==> config.mk <==
export PLATFORM = sky130hd
export DESIGN_NAME = timer_cfg_sched_flat
export DESIGN_NICKNAME = d
export VERILOG_FILES = /design/src/rtl/timer_cfg_pkg.sv /design/src/rtl/apb4_if.sv /design/src/rtl/timer_cfg_rr_arb.sv /design/src/rtl/timer_cfg_sched.sv /design/src/flat_wrapper.sv
export SDC_FILE = /design/constraint.sdc
export NUM_CORES = 1
export LEC_CHECK = 0
export ABC_AREA = 0
export CORE_AREA = 2 2 195 197
export CTS_CLUSTER_SIZE = 28
export DETAILED_ROUTE_END_ITERATION = 10
export DIE_AREA = 0 0 197 199
export HOLD_SLACK_MARGIN = 0.08
export SLEW_MARGIN = 20
export SYNTH_ARGS = -nofsm -noshare
export SYNTH_HDL_FRONTEND = slang
export SYNTH_SLANG_ARGS = --single-unit
==> constraint.sdc <==
create_clock -name clk_i -period 4.7 [get_ports clk_i]
set_clock_uncertainty 0.2 [all_clocks]
set_input_delay 0.94 -clock clk_i [delete_from_list [all_inputs] [get_ports clk_i]]
set_output_delay 0.94 -clock clk_i [all_outputs]
set_load 0.005 [all_outputs]
==> src/rtl/timer_cfg_pkg.sv <==
// Shared types for the timer configuration scheduler.
//   state_e   : sequencer FSM states
//   step_e    : which of the four register writes of a job is in flight
//   NUM_STEPS : number of APB writes per job
package timer_cfg_pkg;

    typedef enum logic [1:0] {
        ST_IDLE   = 2'd0,
        ST_SETUP  = 2'd1,
        ST_ACCESS = 2'd2,
        ST_DONE   = 2'd3
    } state_e;

    typedef enum logic [1:0] {
        STEP_STOP = 2'd0,
        STEP_PSCR = 2'd1,
        STEP_CMP  = 2'd2,
        STEP_CTRL = 2'd3
    } step_e;

    localparam int NUM_STEPS = 4;

endpackage

==> src/rtl/apb4_if.sv <==
// APB4 bus bundle between the scheduler (master) and the timer register port (slave).
//   paddr/pprot/psel/penable/pwrite/pwdata/pstrb : master -> slave
//   pready/prdata/pslverr                        : slave -> master
interface apb4_if #(
    parameter int AW = 32,
    parameter int DW = 32
);
    logic [AW-1:0]   paddr;
    logic [2:0]      pprot;
    logic            psel;
    logic            penable;
    logic            pwrite;
    logic [DW-1:0]   pwdata;
    logic [DW/8-1:0] pstrb;
    logic            pready;
    logic [DW-1:0]   prdata;
    logic            pslverr;

    modport master (
        output paddr, pprot, psel, penable, pwrite, pwdata, pstrb,
        input  pready, prdata, pslverr
    );

    modport slave (
        input  paddr, pprot, psel, penable, pwrite, pwdata, pstrb,
        output pready, prdata, pslverr
    );
endinterface

==> src/rtl/timer_cfg_rr_arb.sv <==
// Combinational round-robin arbiter.
//   req        : request vector
//   en         : grants are only produced while en is high
//   last_grant : index of the previous winner; search starts one above it
//   gnt        : one-hot grant
//   gnt_idx    : index of the granted requester
module timer_cfg_rr_arb #(
    parameter int N_REQ = 4
) (
    input  logic [N_REQ-1:0]         req,
    input  logic                     en,
    input  logic [$clog2(N_REQ)-1:0] last_grant,
    output logic [N_REQ-1:0]         gnt,
    output logic [$clog2(N_REQ)-1:0] gnt_idx
);
    localparam int IW = $clog2(N_REQ);

    logic          found;
    logic [IW-1:0] cand;

    // The previous winner is visited last (i = N_REQ), so it only wins
    // again when nobody else is asking.
    always_comb begin
        gnt     = '0;
        gnt_idx = '0;
        found   = 1'b0;
        cand    = '0;
        for (int i = 1; i <= N_REQ; i++) begin
            cand = IW'((int'(last_grant) + i) % N_REQ);
            if (en && !found && req[cand]) begin
                found     = 1'b1;
                gnt[cand] = 1'b1;
                gnt_idx   = cand;
            end
        end
    end
endmodule

==> src/rtl/timer_cfg_sched.sv <==
// Shares one timer APB4 register port among N_REQ requesters. Each accepted
// job is replayed as four writes: CTRL<-0, PSCR<-psc, CMP<-cmp, CTRL<-ctrl.
//   clk_i, rst_n_i           : clock, async active-low reset
//   req_valid_i/req_ready_o  : per-requester job handshake (ready is one-hot)
//   req_psc_i/cmp_i/ctrl_i   : per-requester job fields, sampled at ready
//   done_o/done_id_o/err_o   : one-cycle completion pulse with owner and abort flag
//   apb4                     : APB4 master port toward the timer
//
// state     | meaning
// ----------+-----------------------------------------------------------
// ST_IDLE   | no job; arbitrate and capture a job on req_ready_o
// ST_SETUP  | APB setup phase of the current step
// ST_ACCESS | APB access phase; waits for pready
// ST_DONE   | done_o pulse for the finished or aborted job
module timer_cfg_sched
    import timer_cfg_pkg::*;
#(
    parameter int            N_REQ     = 4,
    parameter int            AW        = 32,
    parameter int            DW        = 32,
    parameter logic [AW-1:0] BASE_ADDR = '0,
    parameter logic [AW-1:0] CTRL_OFS  = 'h00,
    parameter logic [AW-1:0] PSCR_OFS  = 'h04,
    parameter logic [AW-1:0] CMP_OFS   = 'h0C
) (
    input  logic                         clk_i,
    input  logic                         rst_n_i,
    input  logic [N_REQ-1:0]             req_valid_i,
    output logic [N_REQ-1:0]             req_ready_o,
    input  logic [N_REQ-1:0][DW-1:0]     req_psc_i,
    input  logic [N_REQ-1:0][DW-1:0]     req_cmp_i,
    input  logic [N_REQ-1:0][DW-1:0]     req_ctrl_i,
    output logic                         done_o,
    output logic [$clog2(N_REQ)-1:0]     done_id_o,
    output logic                         done_err_o,
    apb4_if.master                       apb4
);
    localparam int IW = $clog2(N_REQ);

    state_e        state;
    step_e         step;
    step_e         step_nxt;
    logic [DW-1:0] job_psc;
    logic [DW-1:0] job_cmp;
    logic [DW-1:0] job_ctrl;
    logic [IW-1:0] job_id;
    logic [IW-1:0] last_grant;

    logic [N_REQ-1:0] gnt;
    logic [IW-1:0]    gnt_idx;

    logic [AW-1:0] paddr_q;
    logic [DW-1:0] pwdata_q;
    logic          psel_q;
    logic          penable_q;
    logic          pwrite_q;
    logic          last_step;
    logic          unused_prdata;

    function automatic logic [AW-1:0] step_addr(input step_e s);
        case (s)
            STEP_PSCR: return BASE_ADDR + PSCR_OFS;
            STEP_CMP:  return BASE_ADDR + CMP_OFS;
            default:   return BASE_ADDR + CTRL_OFS;
        endcase
    endfunction

    function automatic logic [DW-1:0] step_data(input step_e s, input logic [DW-1:0] psc,
                                                input logic [DW-1:0] cmp, input logic [DW-1:0] ctrl);
        case (s)
            STEP_STOP: return '0;
            STEP_PSCR: return psc;
            STEP_CMP:  return cmp;
            default:   return ctrl;
        endcase
    endfunction

    timer_cfg_rr_arb #(.N_REQ(N_REQ)) u_arb (
        .req        (req_valid_i),
        .en         (state == ST_IDLE),
        .last_grant (last_grant),
        .gnt        (gnt),
        .gnt_idx    (gnt_idx)
    );

    assign req_ready_o = gnt;
    assign step_nxt    = step_e'(step + 2'd1);
    assign last_step   = (int'(step) == NUM_STEPS - 1);

    always_ff @(posedge clk_i or negedge rst_n_i) begin
        if (!rst_n_i) begin
            state      <= ST_IDLE;
            step       <= STEP_STOP;
            last_grant <= IW'(N_REQ - 1);
            job_psc    <= '0;
            job_cmp    <= '0;
            job_ctrl   <= '0;
            job_id     <= '0;
            paddr_q    <= '0;
            pwdata_q   <= '0;
            psel_q     <= 1'b0;
            penable_q  <= 1'b0;
            pwrite_q   <= 1'b0;
            done_o     <= 1'b0;
            done_err_o <= 1'b0;
            done_id_o  <= '0;
        end else begin
            done_o     <= 1'b0;
            done_err_o <= 1'b0;
            case (state)
                ST_IDLE: begin
                    if (|gnt) begin
                        job_psc    <= req_psc_i[gnt_idx];
                        job_cmp    <= req_cmp_i[gnt_idx];
                        job_ctrl   <= req_ctrl_i[gnt_idx];
                        job_id     <= gnt_idx;
                        last_grant <= gnt_idx;
                        step       <= STEP_STOP;
                        paddr_q    <= step_addr(STEP_STOP);
                        pwdata_q   <= '0;
                        psel_q     <= 1'b1;
                        penable_q  <= 1'b0;
                        pwrite_q   <= 1'b1;
                        state      <= ST_SETUP;
                    end
                end
                ST_SETUP: begin
                    penable_q <= 1'b1;
                    state     <= ST_ACCESS;
                end
                ST_ACCESS: begin
                    if (apb4.pready) begin
                        if (apb4.pslverr || last_step) begin
                            // An error abandons the remaining writes of the job.
                            psel_q     <= 1'b0;
                            penable_q  <= 1'b0;
                            pwrite_q   <= 1'b0;
                            done_o     <= 1'b1;
                            done_err_o <= apb4.pslverr;
                            done_id_o  <= job_id;
                            state      <= ST_DONE;
                        end else begin
                            step      <= step_nxt;
                            paddr_q   <= step_addr(step_nxt);
                            pwdata_q  <= step_data(step_nxt, job_psc, job_cmp, job_ctrl);
                            penable_q <= 1'b0;
                            state     <= ST_SETUP;
                        end
                    end
                end
                ST_DONE: state <= ST_IDLE;
                default: state <= ST_IDLE;
            endcase
        end
    end

    assign apb4.paddr   = paddr_q;
    assign apb4.pwdata  = pwdata_q;
    assign apb4.psel    = psel_q;
    assign apb4.penable = penable_q;
    assign apb4.pwrite  = pwrite_q;
    assign apb4.pstrb   = '1;
    assign apb4.pprot   = '0;

    assign unused_prdata = ^apb4.prdata;
endmodule

==> src/flat_wrapper.sv <==
// flat-port wrapper written by rule: the top's interface ports become plain ports
module timer_cfg_sched_flat import timer_cfg_pkg::*;
#(
    parameter int            N_REQ     = 4,
    parameter int            AW        = 32,
    parameter int            DW        = 32,
    parameter logic [AW-1:0] BASE_ADDR = '0,
    parameter logic [AW-1:0] CTRL_OFS  = 'h00,
    parameter logic [AW-1:0] PSCR_OFS  = 'h04,
    parameter logic [AW-1:0] CMP_OFS   = 'h0C
)
  (clk_i, rst_n_i, req_valid_i, req_ready_o, req_psc_i, req_cmp_i, req_ctrl_i, done_o, done_id_o, done_err_o, apb4_paddr, apb4_pprot, apb4_psel, apb4_penable, apb4_pwrite, apb4_pwdata, apb4_pstrb, apb4_pready, apb4_prdata, apb4_pslverr);
  apb4_if #(.AW(AW), .DW(DW)) apb4_i ();
  input  logic clk_i;
  input  logic rst_n_i;
  input  logic [N_REQ-1:0] req_valid_i;
  output logic [N_REQ-1:0] req_ready_o;
  input  logic [N_REQ-1:0][DW-1:0] req_psc_i;
  input  logic [N_REQ-1:0][DW-1:0] req_cmp_i;
  input  logic [N_REQ-1:0][DW-1:0] req_ctrl_i;
  output logic done_o;
  output logic [$clog2(N_REQ)-1:0] done_id_o;
  output logic done_err_o;
  output wire logic [$bits(apb4_i.paddr)-1:0] apb4_paddr;
  output wire logic [$bits(apb4_i.pprot)-1:0] apb4_pprot;
  output wire logic [$bits(apb4_i.psel)-1:0] apb4_psel;
  output wire logic [$bits(apb4_i.penable)-1:0] apb4_penable;
  output wire logic [$bits(apb4_i.pwrite)-1:0] apb4_pwrite;
  output wire logic [$bits(apb4_i.pwdata)-1:0] apb4_pwdata;
  output wire logic [$bits(apb4_i.pstrb)-1:0] apb4_pstrb;
  input wire logic [$bits(apb4_i.pready)-1:0] apb4_pready;
  input wire logic [$bits(apb4_i.prdata)-1:0] apb4_prdata;
  input wire logic [$bits(apb4_i.pslverr)-1:0] apb4_pslverr;
  assign apb4_paddr = apb4_i.paddr;
  assign apb4_pprot = apb4_i.pprot;
  assign apb4_psel = apb4_i.psel;
  assign apb4_penable = apb4_i.penable;
  assign apb4_pwrite = apb4_i.pwrite;
  assign apb4_pwdata = apb4_i.pwdata;
  assign apb4_pstrb = apb4_i.pstrb;
  assign apb4_i.pready = apb4_pready;
  assign apb4_i.prdata = apb4_prdata;
  assign apb4_i.pslverr = apb4_pslverr;
  timer_cfg_sched #(.N_REQ(N_REQ), .AW(AW), .DW(DW), .BASE_ADDR(BASE_ADDR), .CTRL_OFS(CTRL_OFS), .PSCR_OFS(PSCR_OFS), .CMP_OFS(CMP_OFS)) u_core (.clk_i(clk_i), .rst_n_i(rst_n_i), .req_valid_i(req_valid_i), .req_ready_o(req_ready_o), .req_psc_i(req_psc_i), .req_cmp_i(req_cmp_i), .req_ctrl_i(req_ctrl_i), .done_o(done_o), .done_id_o(done_id_o), .done_err_o(done_err_o), .apb4(apb4_i));
endmodule
# [Word-level counts from Yosys, hierarchy flattened]
# Index checks and enable logic that the tools add are counted.
[totals] reg_bits=174 in_bits=424 output_inout_bits=82 word_cells=130
[classes] addsub=5 n_lt_le_gt_ge=9 n_eq_ne=10 n_mux=63 n_bitwise=3 reduce_logical=26
[op_table] op="$mux 32" n=8
[op_table] op="$bmux 32 s2" n=3
[op_table] op="$pmux 32 s2" n=2
[op_table] op="$pmux 32 s3" n=1
[op_table] op="$mux 1" n=22
[op_table] op="$mux 2" n=10
[op_table] op="$mux 4" n=4
[op_table] op="$lt 2x3->1 const B" n=5
[op_table] op="$or 4x4->4" n=3
[op_table] op="$logic_and 1x1->1" n=11
[op_table] op="$bmux 1 s2" n=4
[op_table] op="$demux 1 s2" n=4
[op_table] op="$ge 2x1->1 const B" n=4
[op_table] op="$pmux 2 s4" n=1
[op_table] op="$pmux 4 s2" n=1
[op_table] op="$reduce_and 4->1" n=2
[op_table] op="$add 2x1->2 const B" n=3
[op_table] op="$eq 2x1->1 const B" n=3
[op_table] op="$eq 2x2->1 const B" n=3
[op_table] op="$reduce_and 3->1" n=2
[op_table] op="$add 2x2->2 const B" n=2
[op_table] op="$logic_not 2->1" n=2
[op_table] op="$ne 2x1->1 const B" n=2
[op_table] op="$ne 2x2->1 const B" n=2
[op_table] op="other kinds (9)" n=12

# [Logic depth before layout (Yosys ltp)]
# Gate-level depths: netlist (run 1).
[logic_depth] word_depth=20 ltp_mapped=14 mapped_depth_nobuf=9

# [Modules after synthesis]
# A second synthesis (run 1) with hierarchy kept.
[unflattened] cells_unflattened=666 hier_area_um2=9263.9
[modules_own_cells] module="timer_cfg_sched" n_inst=1 cells_per_inst=612 area_each_um2=8777.2 seq_area_each_um2=3606.0
[modules_own_cells] module="timer_cfg_rr_arb" n_inst=1 cells_per_inst=54 area_each_um2=486.7 seq_area_each_um2=0.0

# [Worst setup path after synthesis (run 1)]
# Ideal clock, no wire load.
[synth_path] path_type="register -> register" start="reg u_core.last_grant[0]" end="reg u_core.job_cmp[20]" setup_time_ps=83 arrival_time_ps=3414 required_time_ps=4417 setup_slack_ps=1003 stages_incl_launch_ff=14 n_path_buf=4 period_less_slack_ps=3697 cell_sequence="dfstp_2 -> buf_2 -> buf_2 -> inv_1 -> ha_1 -> mux4_2 -> nand2b_1 -> a2111o_1 -> o31ai_1 -> buf_2 -> buf_2 -> nand2_1 -> a32o_1 -> o21ai_0"
[synth_between] elab_chain_cells=19 elab_cells_between_ends=60 cone_classes="add/sub (4); order compare (8); mux (29); bitwise (3); reduce/logical (16)"
[synth_lines] element="start: declaration" line="timer_cfg_sched.sv:47" text="logic [IW-1:0] last_grant;"
[synth_lines] element="start signal: assignment" line="timer_cfg_sched.sv:94" text="last_grant <= IW'(N_REQ - 1);"
[synth_lines] element="start signal: assignment" line="timer_cfg_sched.sv:117" text="last_grant <= gnt_idx;"
[synth_lines] element="branches (longest 19 deep; another with $lt 2x3->1)"
[synth_lines] element="end signal: assignment" line="timer_cfg_sched.sv:114" text="job_cmp <= req_cmp_i[gnt_idx];"
[synth_lines] element="end: declaration" line="timer_cfg_sched.sv:44" text="logic [DW-1:0] job_cmp;"
# Several ways; the timed one is not identified. The select of a mux whose other input is x is not followed.
# A chain may end at the register's enable or synchronous reset.

# [Worst setup path in the final report (run 1)]
[layout_path] start="in req_valid_i[3]" end="out req_ready_o[3]"
[layout_between] elab_chain_cells=16 elab_cells_between_ends=28 cone_classes="mux (15); bitwise (3); reduce/logical (10)"
[layout_lines] element="start: declaration" line="flat_wrapper.sv:16" text="input logic [N_REQ-1:0] req_valid_i;"
[layout_lines] element="$bmux 1 s2" line="timer_cfg_rr_arb.sv:30" text="if (en && !found && req[cand]) begin"
[layout_lines] element="$mux 1 (not written as such)" line="timer_cfg_rr_arb.sv:30"
[layout_lines] element="$logic_and 1x1->1" line="timer_cfg_rr_arb.sv:30"
[layout_lines] element="$mux 1" line="timer_cfg_rr_arb.sv:30"
[layout_lines] element="$logic_not 1->1" line="timer_cfg_rr_arb.sv:30"
[layout_lines] element="$logic_and 1x1->1 (2 in a row)" line="timer_cfg_rr_arb.sv:30"
[layout_lines] element="$mux 1" line="timer_cfg_rr_arb.sv:30"
[layout_lines] element="$logic_not 1->1" line="timer_cfg_rr_arb.sv:30"
[layout_lines] element="$logic_and 1x1->1 (2 in a row)" line="timer_cfg_rr_arb.sv:30"
[layout_lines] element="$mux 1" line="timer_cfg_rr_arb.sv:30"
[layout_lines] element="$logic_not 1->1" line="timer_cfg_rr_arb.sv:30"
[layout_lines] element="$logic_and 1x1->1 (2 in a row)" line="timer_cfg_rr_arb.sv:30"
[layout_lines] element="$mux 4 *" line="timer_cfg_rr_arb.sv:30"
[layout_lines] element="end: declaration" line="flat_wrapper.sv:17" text="output logic [N_REQ-1:0] req_ready_o;"
# Every way passes the cells marked *; elsewhere a longest branch is shown, timed or not. The select of a mux whose other input is x is not followed.

==> impl_results.rst, run 1 <==
.. list-table::
   :header-rows: 1

   * - Metric
     - Value
   * - Status
     - complete, no violations
   * - Number of warnings printed during yosys synthesis
     - 0
   * - Number of port buffers
     - ~440
   * - Inserted Diodes
     - 0
   * - Setup slack after placement
     - 0.127 ns
   * - Half-perimeter wire length of the detailed placement result
     - 28100 um
   * - Wire length of the first global-routing pass
     - 54400 um
   * - Post-route ant nets
     - 0
   * - Number of max-cap violations
     - 0
   * - Required time at the endpoint of the critical path
     - 3.56 ns
   * - Final Hold Fails
     - 0
   * - Worst Hold End
     - u_core.job_cmp[17]
   * - Residual DRC
     - 0
   * - Area enclosed by the die boundary
     - 0.0392 mm2
   * - Number of antenna violations at the first check in global routing
     - 1
   * - Num Clock Sinks
     - 144
   * - Cell types occupying the most area after synthesis
     - sky130_fd_sc_hd__dfrtp_1, sky130_fd_sc_hd__nand2_1, sky130_fd_sc_hd__a32o_1
   * - Number of rows created at floorplan
     - 71
   * - Worst-margin pin slew
     - 0.946 ns
   * - Critical path fanouts, max
     - 10
   * - Number of enable-type register cells in the synthesized netlist
     - 0
   * - Setup CP Type
     - in -> out
   * - Area of the core
     - 0.0371 mm2
   * - Cell depth of the worst flop-to-flop path
     - 12
   * - Total design power
     - between 10 and 15 mW
   * - Initial core utilization
     - 0.260
   * - Power density over the cells
     - approximately 700 mW/mm2
   * - Final setup fails
     - 0
   * - Top cell type by total area after synthesis
     - sky130_fd_sc_hd__dfrtp_1
   * - Final weighted congestion in routability-driven placement
     - 0.796
   * - Combinational power share
     - 0.643
   * - Total number of H-tree levels
     - 4
   * - Async set-or-reset flop fraction in the synthesized netlist
     - 1.00
   * - Number of vias per cell
     - 4.83
   * - GRT Util Overall
     - 0.181
   * - Min-delay worst type
     - reg -> reg
   * - Total wire length
     - 37000 um
   * - Die width
     - between 150 and 200 um
   * - Hold path startpoint
     - u_core.job_cmp[17]
   * - Fraction of post-synthesis cell area in the top cell type by area
     - 0.368
   * - Routed length per instance
     - 17.9 um
   * - Slew margin rel.
     - 0.369
   * - Max-slew violation total from the final report
     - 0
   * - Cell count of the worst hold path
     - 2
   * - Arrival @ worst endpoint
     - 3.36 ns
   * - Top_reg_cell synth
     - sky130_fd_sc_hd__dfrtp_1
   * - Initial DRC count
     - between 300 and 400
   * - Upper clock frequency limit
     - 0.222 GHz
   * - Cell at the root of the clock tree
     - sky130_fd_sc_hd__clkbuf_16
   * - Setup repair after global routing missed its margin
     - no
   * - Most frequent cell after synthesis
     - sky130_fd_sc_hd__nand2_1
   * - Category of the worst setup path launch point
     - input pin
   * - Final layout net count
     - 2017
   * - Number of different library cells in the post-synthesis netlist
     - 48
   * - Net switching power
     - 4.92 mW
   * - Maximum number of pins on one net before global-route repair
     - 119
   * - Static Leakage
     - roughly 6.3 nW
   * - Clock period minus worst slack
     - 4.50 ns
   * - Leading post-synthesis cells by instance count
     - sky130_fd_sc_hd__nand2_1, sky130_fd_sc_hd__dfrtp_1, sky130_fd_sc_hd__a21oi_1
   * - Hold buffer count at cts
     - 0
   * - Worst-case register-to-register setup slack
     - 0.58 ns
   * - Reg-to-reg endpoint
     - u_core.apb4.pwdata[4]
   * - Routed vias
     - between 9000 and 10000
   * - Via count of the first global-routing pass
     - ~9600
   * - Worst reg2reg startpoint
     - u_core.last_grant[0]
   * - Proportion of power drawn by flip-flops and latches
     - 0.221
   * - Net Sw Frac
     - 0.473
   * - Source-to-sink clock delay at the later pin of the worst-skew pair
     - 0.42 ns
   * - Mean post-synth cell area
     - between 7 and 8 um2
   * - Setup slack after layout
     - 0.204 ns
   * - Total clock buffers created by CTS
     - 17
   * - Clock network fraction of design power
     - 0.136
   * - Crit. End Element
     - output port
   * - Reg clk slew, reported paths
     - 0.06 ns
   * - Post-route fraction of the period consumed by the critical path
     - 0.957
   * - Number of top-level design ports
     - 506
   * - Number of filler cells placed in the layout
     - 3778
   * - Clock tree from TritonCTS
     - done
   * - Ratio of cells with drive above 1 in the final layout
     - 0.0734
   * - Utilization after layout
     - 0.403
   * - Synth-to-Final Area Change
     - 54.9%
   * - CTS Buffer Depth
     - 2
   * - Internal power of the cells
     - 5.48 mW
   * - First-pass DRT Iterations
     - 4
   * - Fraction of the yosys area taken by sequential cells
     - 0.373
   * - Setup total negative slack
     - 0 ns
   * - Die extent in y
     - 199 um
   * - Flop and latch count out of synthesis
     - 144
   * - Overflow after GRT
     - 0
   * - Cell area after technology mapping
     - 0.00966 mm2
   * - Synth Instances
     - 1215
   * - Max IR drop VDD
     - 646 uV
[cells by family (layout without fill, tap and decap cells)]
logic type	after synthesis	in the layout	share of synthesized area
AO/OA/AOI/OAI	420	420	0.318
adder cells (fa/ha/maj)	11	11	0.0142
buffers and inverters	170	515	0.0927
flip-flops	144	144	0.373
multiplexers	10	10	0.0150
other	2	37	0.000777
AND/OR/NAND/NOR	458	458	0.186
[power groups by stage]
stage	sequential [mW]	clock (mW)	combinational (mW)
after floorplan	2.16	0	4.67
after global placement	2.32	0	6.70
after detailed placement	2.33	0	6.81
after CTS	2.32	1.46	6.82
after global routing	2.38	1.51	7.48
final	2.30	1.42	6.69
[stage by stage]
step           std cells  instance area, um2  hold slack [ns]
2_1_floorplan       1250                9790            0.249
3_3_place_gp        2036               14300            0.261
3_5_place_dp        2036               14300            0.270
4_1_cts             2068               14900            0.286
5_1_grt             2069               15000            0.304
6_report            2069               15000            0.278
[flip-flops by register name, indices dropped and copies added (netlist names), 2 cells and up]
name and flops:
u_core.job_ctrl 32, u_core.job_psc 32, u_core.state 2, u_core.job_id 2, u_core.apb4.pwdata 32, u_core.step 2, u_core.last_grant 2, u_core.apb4.paddr 2
u_core.done_id_o 2, u_core.job_cmp 32
[critical path: stages]
cell,delay (ns)
sky130_fd_sc_hd__clkdlybuf4s50_1,0.57
sky130_fd_sc_hd__mux4_2,0.61
sky130_fd_sc_hd__or3b_1,0.37
sky130_fd_sc_hd__a21oi_1,0.16
sky130_fd_sc_hd__a221o_1,0.19
sky130_fd_sc_hd__clkdlybuf4s50_1,0.52
[layout make-up]
| class | count | area [um2] | area share |
|---|---|---|---|
| repair buffers | 467 | 4740 | 0.317 |
| well taps | 474 | 593 | 0.0396 |
| clock buffers | 18 | 439 | 0.0294 |
| multi-input cells | 936 | 5360 | 0.358 |
| clock inverters | 14 | 165 | 0.0110 |
| inverters | 16 | 60.1 | 0.00401 |
| flip-flops and latches | 144 | 3610 | 0.241 |
[cells in the final DEF, fill, tap and decap left out, types with 24 or more instances in the layout]
master                            instances
sky130_fd_sc_hd__nor2_1                  41
sky130_fd_sc_hd__a32o_1                  95
sky130_fd_sc_hd__o21ai_0                 75
sky130_fd_sc_hd__dfrtp_1                142
sky130_fd_sc_hd__o2bb2ai_2               30
sky130_fd_sc_hd__conb_1                  37
sky130_fd_sc_hd__a21oi_1                135
sky130_fd_sc_hd__o21ai_1                 24
sky130_fd_sc_hd__a22oi_1                 33
sky130_fd_sc_hd__nand2_1                394
sky130_fd_sc_hd__clkdlybuf4s50_1        435
[layer usage]
layer / vias up / global-route usage / share of wire
li1: 4953 / - / -
met1: 4708 / 0.218 / 0.42
met2: 294 / 0.326 / 0.51
met3: 33 / 0.0371 / 0.048
met4: 2 / 0.0515 / 0.020
met5: - / 0 / 0.00027
[worst max path at each step]
stage	start	to	slack (ns)	cells past startpoint
2_1_floorplan	u_core.last_grant[0]	u_core.job_cmp[20]	1.00	13
3_3_place_gp	req_valid_i[1]	req_ready_o[3]	0.15	5
3_5_place_dp	req_valid_i[3]	u_core.apb4.pwdata[31]	0.13	11
4_1_cts	u_core.last_grant[0]	req_ready_o[3]	0.06	7
5_1_grt	u_core.last_grant[0]	req_ready_o[3]	0.08	7
6_report	req_valid_i[3]	req_ready_o[3]	0.20	6
[repair_timing]
item / CTS / global route
setup endpoints to repair: 1 / 4
gates cloned: 0 / 0
setup buffers: 0 / 1
resized for setup: 1 / 3
Power figures use the tool's default switching activity.
==> run 2, diff against run 1 <==
--- a/config.mk
+++ b/config.mk
@@ -6,10 +6,10 @@
 export NUM_CORES = 1
 export LEC_CHECK = 0
 export ABC_AREA = 0
-export CORE_AREA = 2 2 195 197
+export CORE_AREA = 2 2 196 198
 export CTS_CLUSTER_SIZE = 28
 export DETAILED_ROUTE_END_ITERATION = 10
-export DIE_AREA = 0 0 197 199
+export DIE_AREA = 0 0 198 200
 export HOLD_SLACK_MARGIN = 0.08
 export SLEW_MARGIN = 20
 export SYNTH_ARGS = -nofsm -noshare
==> constraint.sdc (replaced) <==
create_clock -name clk_i -period 3.9 [get_ports clk_i]
set_clock_uncertainty 0.2 [all_clocks]
set_input_delay 0.975 -clock clk_i [delete_from_list [all_inputs] [get_ports clk_i]]
set_output_delay 0.975 -clock clk_i [all_outputs]
set_load 0.005 [all_outputs]
==> run 2 against run 1 <==
Global-route usage increased by 1.1 points. Worst setup slack got worse by 0.092 ns. Core utilization increased by 1.3 points. Largest cell class unchanged.
==> impl_results.rst, run 2 (synthesis results as in run 1) <==
.. list-table::
   :header-rows: 1

   * - Metric
     - Value
   * - Cell depth of the worst flop-to-flop path
     - 14 (was 12)
   * - Half-perimeter wire length of the detailed placement result
     - 30600 um (was 28100 um)
   * - Most prevalent standard cell on the critical path
     - sky130_fd_sc_hd__buf_6 (was sky130_fd_sc_hd__clkdlybuf4s50_1)
   * - Num Clock Sinks
     - 144 (unchanged)
   * - Worst-case register-to-register setup slack
     - 0.38 ns (was 0.58 ns)
   * - Slew margin rel.
     - 0.351 (was 0.369)
   * - GR Util met3
     - 0.0413 (was 0.0371)
   * - Arrival @ worst endpoint
     - 2.61 ns (was 3.36 ns)
   * - Static Leakage
     - 6.61 nW (was 6.28 nW)
   * - Final setup fails
     - 0 (unchanged)
   * - Number of vias per cell
     - 4.76 (was 4.83)
   * - Clock network fraction of design power
     - 0.123 (was 0.136)
   * - Final Hold Fails
     - 0 (unchanged)
   * - Number of max-cap violations
     - 0 (unchanged)
   * - Worst hold slack
     - 0.279 ns (was 0.278 ns)
   * - Clock tree from TritonCTS
     - done (unchanged)
   * - Overflow after GRT
     - 0 (unchanged)
   * - Clock period minus worst slack
     - 3.79 ns
   * - Reg clk slew, reported paths
     - 0.07 ns (was 0.06 ns)
   * - Hold buffer count at cts
     - 0 (unchanged)
   * - First-pass DRT Iterations
     - 5 (was 4)
   * - Number of rows created at floorplan
     - 71 (unchanged)
   * - Proportion of power drawn by flip-flops and latches
     - 0.207 (was 0.221)
   * - Setup slack after layout
     - 0.112 ns (was 0.204 ns)
   * - Source-to-sink clock delay at the later pin of the worst-skew pair
     - 0.42 ns (about the same)
   * - Total wire length
     - 39300 um (was 37000 um)
   * - Combinational power share
     - 0.670 (was 0.643)
   * - Area enclosed by the die boundary
     - 0.0396 mm2 (was 0.0392 mm2)
   * - Final weighted congestion in routability-driven placement
     - 0.835 (was 0.796)
   * - Initial DRC count
     - 420 (was 354)
   * - Residual DRC
     - 0 (unchanged)
   * - Required time at the endpoint of the critical path
     - 2.72 ns (was 3.56 ns)
   * - Wire length of the first global-routing pass
     - 58100 um (was 54400 um)
   * - Synth-to-Final Area Change
     - 60.9% (was 54.9%)
   * - Via count of the first global-routing pass
     - 10200 (was 9567)
   * - Initial core utilization
     - 0.258 (was 0.260)
   * - Cell count of the worst hold path
     - 2 (unchanged)
   * - Die extent in y
     - 200 um (was 199 um)
   * - Final layout net count
     - 2080 (was 2017)
   * - Cell at the root of the clock tree
     - sky130_fd_sc_hd__clkbuf_16 (unchanged)
   * - Most utilized layer in the global route result
     - met2 (unchanged)
   * - Met2 global-route usage
     - 0.358 (was 0.326)
   * - Post-route ant nets
     - 0 (unchanged)
   * - Hold path startpoint
     - u_core.job_cmp[16] (was u_core.job_cmp[17])
   * - Routed length per instance
     - 18.1 um (was 17.9 um)
   * - Number of top-level design ports
     - 506 (unchanged)
   * - Upper clock frequency limit
     - approximately 0.26 GHz
   * - Worst reg2reg startpoint
     - u_core.last_grant[0] (unchanged)
   * - Delay contributed by the slowest stage of the critical path
     - 0.57 ns (was 0.61 ns)
   * - Max IR drop VDD
     - 366 uV (was 646 uV)
   * - Setup CP Type
     - reg -> out (was in -> out)
   * - Maximum number of pins on one net before global-route repair
     - 105 (was 119)
   * - Setup repair after global routing missed its margin
     - no (unchanged)
   * - Utilization after layout
     - 0.416 (was 0.403)
   * - Reg-to-reg endpoint
     - u_core.apb4.pwdata[31] (was u_core.apb4.pwdata[4])
   * - Setup slack after placement
     - -0.737 ns (was 0.127 ns)
   * - GRT Util Overall
     - 0.192 (was 0.181)
   * - Commonest non-fill, non-tap cell in the layout
     - sky130_fd_sc_hd__clkdlybuf4s50_1 (unchanged)
   * - Area of the core
     - 0.0374 mm2 (was 0.0371 mm2)
   * - Net Sw Frac
     - 0.461 (was 0.473)
   * - Die width
     - 198 um (was 197 um)
   * - Inserted Diodes
     - 0 (unchanged)
   * - Worst Hold End
     - u_core.job_cmp[16] (was u_core.job_cmp[17])
   * - Worst path buffer plus inverter count
     - 3 (was 2)
   * - Internal power of the cells
     - 7.22 mW (was 5.48 mW)
   * - Critical path fanouts, max
     - 5 (was 10)
   * - Post-route fraction of the period consumed by the critical path
     - 0.971
   * - Crit. End Element
     - output port (unchanged)
   * - Total number of H-tree levels
     - 4 (unchanged)
   * - GR met1 Demand/Resource
     - 0.228 (was 0.218)
   * - Number of antenna violations at the first check in global routing
     - 2 (was 1)
   * - Category of the worst setup path launch point
     - flip-flop (was input pin)
   * - Power density over the cells
     - 861 mW/mm2 (was 696 mW/mm2)
   * - Cell at the slowest stage of the critical path
     - sky130_fd_sc_hd__dfstp_2 (was sky130_fd_sc_hd__mux4_2)
   * - Number of port buffers
     - 436 (unchanged)
   * - CTS Buffer Depth
     - 2 (unchanged)
   * - Routed vias
     - 10300 (was 9990)
   * - Min-delay worst type
     - reg -> reg (unchanged)
   * - Total clock buffers created by CTS
     - 17 (unchanged)
   * - Worst-margin pin slew
     - 0.973 ns (was 0.946 ns)
   * - Top delay family on crit path
     - flip-flops (was buffers and inverters)
   * - Ratio of cells with drive above 1 in the final layout
     - 0.118 (was 0.0734)
   * - Status
     - complete, no violations (unchanged)
   * - Cell Chain, Critical Path
     - buf_6 -> mux4_2 -> buf_6 -> or3b_1 -> a21oi_2 -> a221o_1 -> buf_2 (was clkdlybuf4s50_1 -> mux4_2 -> or3b_1 -> a21oi_1 -> a221o_1 -> clkdlybuf4s50_1)
   * - Net switching power
     - 6.16 mW (was 4.92 mW)
   * - Max-slew violation total from the final report
     - 0 (unchanged)
   * - Most frequent cells in the layout
     - sky130_fd_sc_hd__clkdlybuf4s50_1, sky130_fd_sc_hd__nand2_1, sky130_fd_sc_hd__dfrtp_1 (unchanged)
   * - Total design power
     - 13.4 mW (was 10.4 mW)
run 2: cell types whose count changed in the layout (fill, tap and decap cells not counted), moves of 2 or more:
cell                              delta
sky130_fd_sc_hd__clkinvlp_4          +3
sky130_fd_sc_hd__a21oi_1             -3
sky130_fd_sc_hd__inv_2               +2
sky130_fd_sc_hd__inv_1               -2
sky130_fd_sc_hd__clkbuf_2            +4
sky130_fd_sc_hd__clkdlybuf4s50_1     -8
sky130_fd_sc_hd__a21oi_2             +3
sky130_fd_sc_hd__buf_4              +53
sky130_fd_sc_hd__buf_2               +2
sky130_fd_sc_hd__buf_6               +3
sky130_fd_sc_hd__buf_12              +7
run 2: worst max-delay path by stage:
stage / slack [ns] / cells after the start / start / endpoint
after floorplan: 0.20 / 13 / u_core.last_grant[0] / u_core.job_cmp[20]
after global placement: -0.67 / 7 / req_valid_i[3] / req_ready_o[2]
after detailed placement: -0.74 / 7 / req_valid_i[3] / req_ready_o[3]
after CTS: 0.005 / 8 / u_core.last_grant[1] / req_ready_o[0]
after global routing: 0.0001 / 7 / u_core.last_grant[0] / req_ready_o[2]
final: 0.11 / 7 / u_core.last_grant[0] / req_ready_o[2]
run 2: metrics by stage:
step | cell area [um2] | cells | setup TNS (ns)
after global placement | 14900 | 2129 | -25.94
after detailed placement | 14900 | 2129 | -33.49
after CTS | 15500 | 2167 | 0
after global routing | 15500 | 2169 | 0
after floorplan | 9790 | 1250 | 0
final | 15500 | 2169 | 0
run 2: layer usage:
metal | routed length [um] | vias up
li1 | - | 5079
met1 | 16400 | 4924
met2 | 20400 | 298
met3 | 2080 | 23
met4 | 450 | 4
met5 | 27 | -
run 2: timing repair:
| item | in CTS | in global routing |
|---|---|---|
| resized for setup | 23 | 13 |
| setup buffers | 6 | 2 |
| pin swaps | 6 | 2 |
| setup endpoints to repair | 4 | 4 |
| cloned | 0 | 0 |
run 2: worst reg2reg max path, stage by stage (launching register included):
cell and delay, ns:
sky130_fd_sc_hd__dfstp_2 0.57, sky130_fd_sc_hd__buf_6 0.13, sky130_fd_sc_hd__mux4_2 0.57, sky130_fd_sc_hd__buf_6 0.15, sky130_fd_sc_hd__buf_4 0.14, sky130_fd_sc_hd__nand2_1 0.07
sky130_fd_sc_hd__a21oi_2 0.06, sky130_fd_sc_hd__a221o_1 0.28, sky130_fd_sc_hd__buf_4 0.14, sky130_fd_sc_hd__buf_4 0.13, sky130_fd_sc_hd__nor4_4 0.22, sky130_fd_sc_hd__buf_4 0.20
sky130_fd_sc_hd__a21o_2 0.16, sky130_fd_sc_hd__buf_12 0.24, sky130_fd_sc_hd__o2bb2ai_1 0.20
run 2: final cells by class:
cell class              instances  area (um2)
clock buffers                  18         439
clock inverters                14         146
fillers                      3776       21900
inverters                      16        60.1
multi-input cells             936        5370
flip-flops and latches        144        3610
well taps                     511         639
repair buffers                530        5280
run 2: power by group through the flow:
| stage | clock network (mW) | registers, mW | logic (mW) |
|---|---|---|---|
| global placement | 0 | 2.79 | 8.90 |
| floorplan | 0 | 2.60 | 5.63 |
| CTS | 1.70 | 2.78 | 9.11 |
| detailed placement | 0 | 2.80 | 9.02 |
| global route | 1.76 | 2.86 | 9.98 |
| finish | 1.64 | 2.77 | 8.96 |
